==> src/rtl/ccr_unit.sv <==
// ccr_unit -- condition-code register with jump bypass and interrupt shadow stack.
//
// Holds the four ALU flags [V C N Z]. Each cycle the ALU can overwrite any subset
// of them (flag_we/flag_mask/flags_in). A conditional jump tests one flag with
// the same-cycle ALU result bypassed in, and a taken jump clears that flag. On
// interrupt entry the flags are pushed onto a 2-deep LIFO. On return from the
// interrupt the top entry is popped back into the register.
//
// Ports:
//   clk           clock, rising edge
//   rst           synchronous active-high reset, overrides everything
//   flag_we       ALU flag result valid this cycle
//   flag_mask     per-flag write enable [V C N Z]
//   flags_in      ALU flag values [V C N Z] (unmasked bits may be X)
//   stall         pipeline hold, freezes all state
//   int_save      interrupt entry: push flags to shadow stack
//   rti_restore   interrupt return: pop shadow stack into flags
//   jcond_chk     conditional jump under evaluation
//   jcond_sel     tested flag: 00 Z, 01 N, 10 C, 11 V
//   ccr           registered flags [V C N Z]
//   carry         ccr[2], ALU carry-in
//   take_branch   combinational jump-taken decision
//   shadow_depth  number of shadow entries held (0..2)
//   shadow_err    sticky stack overflow/underflow flag
module ccr_unit (
  input  logic       clk,
  input  logic       rst,
  input  logic       flag_we,
  input  logic [3:0] flag_mask,
  input  logic [3:0] flags_in,
  input  logic       stall,
  input  logic       int_save,
  input  logic       rti_restore,
  input  logic       jcond_chk,
  input  logic [1:0] jcond_sel,
  output logic [3:0] ccr,
  output logic       carry,
  output logic       take_branch,
  output logic [1:0] shadow_depth,
  output logic       shadow_err
);

  typedef enum logic [1:0] {
    EMPTY = 2'd0,
    ONE   = 2'd1,
    FULL  = 2'd2
  } depth_t;

  depth_t     depth_reg;
  logic [3:0] ccr_reg;
  logic       err_reg;

  logic [3:0] merged;
  logic [3:0] ccr_next;
  logic       take;
  logic       push;
  logic [3:0] top;
  logic [3:0] shadow_q [2];

  // ALU merge: masking flags_in before the OR keeps X on unwritten bits out.
  // The consumed flag is only cleared if the ALU is not writing that same bit.
  always_comb begin
    merged   = flag_we ? ((flags_in & flag_mask) | (ccr_reg & ~flag_mask)) : ccr_reg;
    take     = jcond_chk & ~stall & ~rst & merged[jcond_sel];
    ccr_next = merged;
    if (take && !(flag_we && flag_mask[jcond_sel])) begin
      ccr_next[jcond_sel] = 1'b0;
    end
  end

  // A push happens only when no restore has priority and there is room.
  assign push = ~rst & ~stall & ~rti_restore & int_save & (depth_reg != FULL);

  // Entry gi is written when the current depth points at it.
  generate
    for (genvar gi = 0; gi < 2; gi++) begin : g_shadow
      localparam logic [1:0] IDX = 2'(gi);
      logic [3:0] entry_reg;
      always_ff @(posedge clk) begin
        if (rst) begin
          entry_reg <= 4'b0000;
        end else if (push && (depth_reg == depth_t'(IDX))) begin
          entry_reg <= ccr_next;
        end
      end
      assign shadow_q[gi] = entry_reg;
    end
  endgenerate

  assign top = (depth_reg == FULL) ? shadow_q[1] : shadow_q[0];

  always_ff @(posedge clk) begin
    if (rst) begin
      depth_reg <= EMPTY;
      ccr_reg   <= 4'b0000;
      err_reg   <= 1'b0;
    end else if (!stall) begin
      if (rti_restore) begin
        // Restore discards any same-cycle ALU write and jump consume.
        case (depth_reg)
          EMPTY: err_reg <= 1'b1;
          ONE: begin
            ccr_reg   <= top;
            depth_reg <= EMPTY;
          end
          FULL: begin
            ccr_reg   <= top;
            depth_reg <= ONE;
          end
          default: depth_reg <= EMPTY;
        endcase
      end else if (int_save) begin
        ccr_reg <= ccr_next;
        case (depth_reg)
          EMPTY:   depth_reg <= ONE;
          ONE:     depth_reg <= FULL;
          FULL:    err_reg   <= 1'b1;
          default: depth_reg <= EMPTY;
        endcase
      end else begin
        ccr_reg <= ccr_next;
      end
    end
  end

  assign ccr          = ccr_reg;
  assign carry        = ccr_reg[2];
  assign take_branch  = take;
  assign shadow_depth = depth_reg;
  assign shadow_err   = err_reg;

endmodule
==> config.mk <==
export PLATFORM = sky130hd
export DESIGN_NAME = ccr_unit
export DESIGN_NICKNAME = d
export VERILOG_FILES = /design/src/rtl/ccr_unit.sv
export SDC_FILE = /design/constraint.sdc
export NUM_CORES = 1
export LEC_CHECK = 0
export BUFFER_PORTS_ARGS = -buffer_cell sky130_fd_sc_hd__buf_2
export CORE_MARGIN = 1
export CORE_UTILIZATION = 52
export DETAILED_ROUTE_END_ITERATION = 16
export GPL_ROUTABILITY_DRIVEN = 0
export PLACE_DENSITY = 0.78
export SLEW_MARGIN = 10
export SYNTH_ARGS = -nofsm -noshare
export SYNTH_HDL_FRONTEND = slang
export SYNTH_SLANG_ARGS = --single-unit
==> constraint.sdc <==
create_clock -name clk -period 1.9 [get_ports clk]
set_clock_uncertainty 0.1 [all_clocks]
set_input_delay 0.285 -clock clk [delete_from_list [all_inputs] [get_ports clk]]
set_output_delay 0.285 -clock clk [all_outputs]
set_load 0.05 [all_outputs]
==> impl_metrics.tcl <==
set metrics [dict create \
    yosysWarnings 0 \
    internal_power_w 0.000467 \
    netlist_area_um2 1040 \
    regToRegSetupSlack_ns 0.05 \
    synth-edff-count 0 \
    numPortBuffers 25 \
    postSynthNetCount 152 \
    total_power_w 0.000681 \
    cp-start-kind "flop" \
    cts_buffers 3 \
    final_net_count 182 \
    drive_above_1_share_pct 39.4 \
    clkSinkCount 15 \
    io-pin-count 26 \
    antenna_found_initial 0 \
    worstSetupStartpoint "ccr[2]" \
    yosysMostFrequentCell "a21oi_1" \
    fill_cells 157 \
    switching_power_w 0.000214 \
    clk_latency_ns 0.28 \
    combinationalPowerShare_pct 25.2 \
    outcome "finished, violations left" \
    p_per_area_nw_per_um2 531 \
    maxSlewHeadroom_pct 80.0 \
    rsz0062_at_grt "yes" \
    die_h_um 46.8 \
    yosys.area.top_type "dfxtp_1" \
    grt_first_pass_wirelength_mm 4.38 \
    vias_per_cell 5.83 \
    cp_data_required_time_ns 1.51 \
    setup_viol 1 \
    hold_violations 0 \
    synth-main-ff-cell "dfxtp_1" \
    p_leak_nw 0.507 \
    clockPowerShare_pct 26.4 \
    synth_cell_types 31 \
    vias 1078 \
    synthArstFlopShare_pct 0 \
    n_antenna_cell 0 \
    violations "negative setup slack" \
    synth_seq_cells 15 \
    wl_per_cell_um 15.4 \
    grtUsageTotal_pct 28.5 \
    fin_ws_ns -0.00827 \
    ctsHoldBuffers 0 \
    cts_tree "done" \
    fmax_mhz 524 \
    drc 0 \
    dp_hpwl_mm 1.99 \
    crit_end "take_branch" \
    regArea_um2 308 \
    peakVddDrop_v 0.000516 \
    grt_pass1_vias 1028 \
    yosys-top-cells-area "dfxtp_1 (29%), a21oi_1 (8.2%), o31ai_1 (6.5%), nor2_1 (5.4%), ha_1 (4.8%)" \
    root_buffer "clkbuf_4" \
    ys_seq_area_share_pct 28.8 \
    cts_max_level 1 \
    worstMarginPinSlew_ns 0.297 \
    critPathCaptureType "output port" \
    seq_power_share_pct 48.4 \
    die_width_um 46.8 \
    path_max_fanout 4 \
    drt_wl_total_mm 2.84 \
    crit_arrival_ns 1.52 \
    ant_nets 0 \
    num_rows 15 \
    drt_iter0_drc 23 \
    report.final.slew_viol_count 0 \
    multiInputGateArea_um2 712 \
    synthCells 131 \
    r2r-end "g_shadow[0].entry_reg[0]" \
    r2r_start "ccr[3]" \
    swShare_pct 31.4 \
    reg2reg_depth 7 \
    path_class "reg2out" \
    core_area_um2 1800 \
    grt.overflow.total 0 \
    area_growth_pct 23.0 \
    fin_crit_sh_pct 100 \
    min_path_type "in2reg" \
    clock_path_buffers 2 \
    start_util_pct 57.9 \
    clk_pin_slew_ns 0.09 \
    grt_max_degree 16 \
    die_area_um2 2190 \
    synth_common_cells "a21oi_1 (17), dfxtp_1 (15), nor2_1 (15), nand2_1 (12), o31ai_1 (9)" \
    drv_cap 0 \
    largest_reg_flops 8 \
    synth_top_area_share_pct 28.8 \
    fin_tns_setup_ns -0.00827 \
    avgSynthCellArea_um2 7.97 \
    min_period_ns 1.91 \
    drt_pre_antenna_iters 4 \
]
==> cell usage in the layout (no fill, tap or decap), types with 2 or more instances in the layout <==
cell | netlist | layout
nand2_1 | 12 | 12
and2_1 | 5 | 5
nor3_1 | 5 | 5
dfxtp_1 | 15 | 9
buf_4 | 2 | 8
dfxtp_2 | 0 | 6
nand4_1 | 2 | 2
a21bo_4 | 0 | 2
o31ai_1 | 9 | 8
nand3_1 | 4 | 4
clkbuf_4 | 0 | 3
inv_1 | 4 | 4
o21ai_2 | 2 | 2
ha_1 | 4 | 4
or2_2 | 2 | 2
nand2b_1 | 2 | 2
a21oi_2 | 1 | 3
a31oi_1 | 4 | 4
a21bo_2 | 4 | 2
mux2_2 | 4 | 4
buf_2 | 0 | 24
nor2_1 | 15 | 15
nor2b_1 | 3 | 3
a21oi_1 | 17 | 14
==> cell families after synthesis <==
| kind of cell | share of synthesized area, % |
|---|---|
| AO/OA/AOI/OAI | 27.8 |
| buffers and inverters | 6.47 |
| AND/OR/NAND/NOR | 25.7 |
| multiplexers | 6.47 |
| adder cells (fa/ha/maj) | 4.80 |
| flip-flops | 28.8 |
==> critical path, stage by stage (launching register included) <==
cell and delay, ns:
dfxtp_2 0.34, a21bo_4 0.19, a21oi_4 0.06, o41ai_4 0.39, inv_1 0.10, buf_6 0.16
==> how the worst min path moves through the flow <==
stage	startpoint	endpoint	cells past startpoint
floorplan	g_shadow[1].entry_reg[3]	g_shadow[1].entry_reg[3]	2
global placement	g_shadow[1].entry_reg[0]	g_shadow[1].entry_reg[0]	2
detailed placement	g_shadow[1].entry_reg[2]	g_shadow[1].entry_reg[2]	2
CTS	rst	ccr[2]	3
global route	rst	ccr[2]	3
finish	rst	ccr[2]	3
==> power by group through the flow <==
| stage | Sequential [W] | Clock [W] | Combinational [W] |
|---|---|---|---|
| final | 0.000330 | 0.000180 | 0.000172 |
| after floorplan | 0.000361 | 0 | 0.0000878 |
| after global routing | 0.000332 | 0.000199 | 0.000186 |
| after CTS | 0.000330 | 0.000186 | 0.000164 |
| after detailed placement | 0.000337 | 0 | 0.000160 |
| after global placement | 0.000336 | 0 | 0.000157 |
==> final cells by class <==
cell class              count  share of cell area [%]
well taps                  25                    2.44
clock buffers               4                    2.05
repair buffers             33                    14.9
flip-flops and latches     15                    24.0
inverters                   4                    1.17
multi-input cells         104                    55.5
==> metrics by stage <==
step | instances | setup slack, ns | utilization (%) | hold WS, ns | cell area, um2
global placement | 180 | 0.0703 | 66.9 | 0.339 | 1210
global route | 185 | -0.0559 | 71.3 | 0.295 | 1280
finish | 185 | -0.00827 | 71.3 | 0.287 | 1280
detailed placement | 180 | 0.0200 | 66.9 | 0.346 | 1210
CTS | 185 | 0.00582 | 70.0 | 0.281 | 1260
floorplan | 131 | -0.153 | - | 0.328 | 1050
==> routing by layer <==
| layer | part of all wire, % | vias to the layer above | GRT usage [%] |
|---|---|---|---|
| met4 | 3.9 | 0 | 5.14 |
| li1 | - | 527 | - |
| met2 | 50 | 27 | 53.1 |
| met5 | 0 | - | 0 |
| met1 | 43 | 512 | 33.8 |
| met3 | 3.3 | 12 | 6.15 |
==> repair_timing <==
item / in CTS / in global routing
pin swaps: 1 / 2
gates resized for setup: 6 / 4
endpoints found under the setup margin: 1 / 4
setup buffers: 1 / 0
No activity file was read; power rests on OpenSTA's default activity.
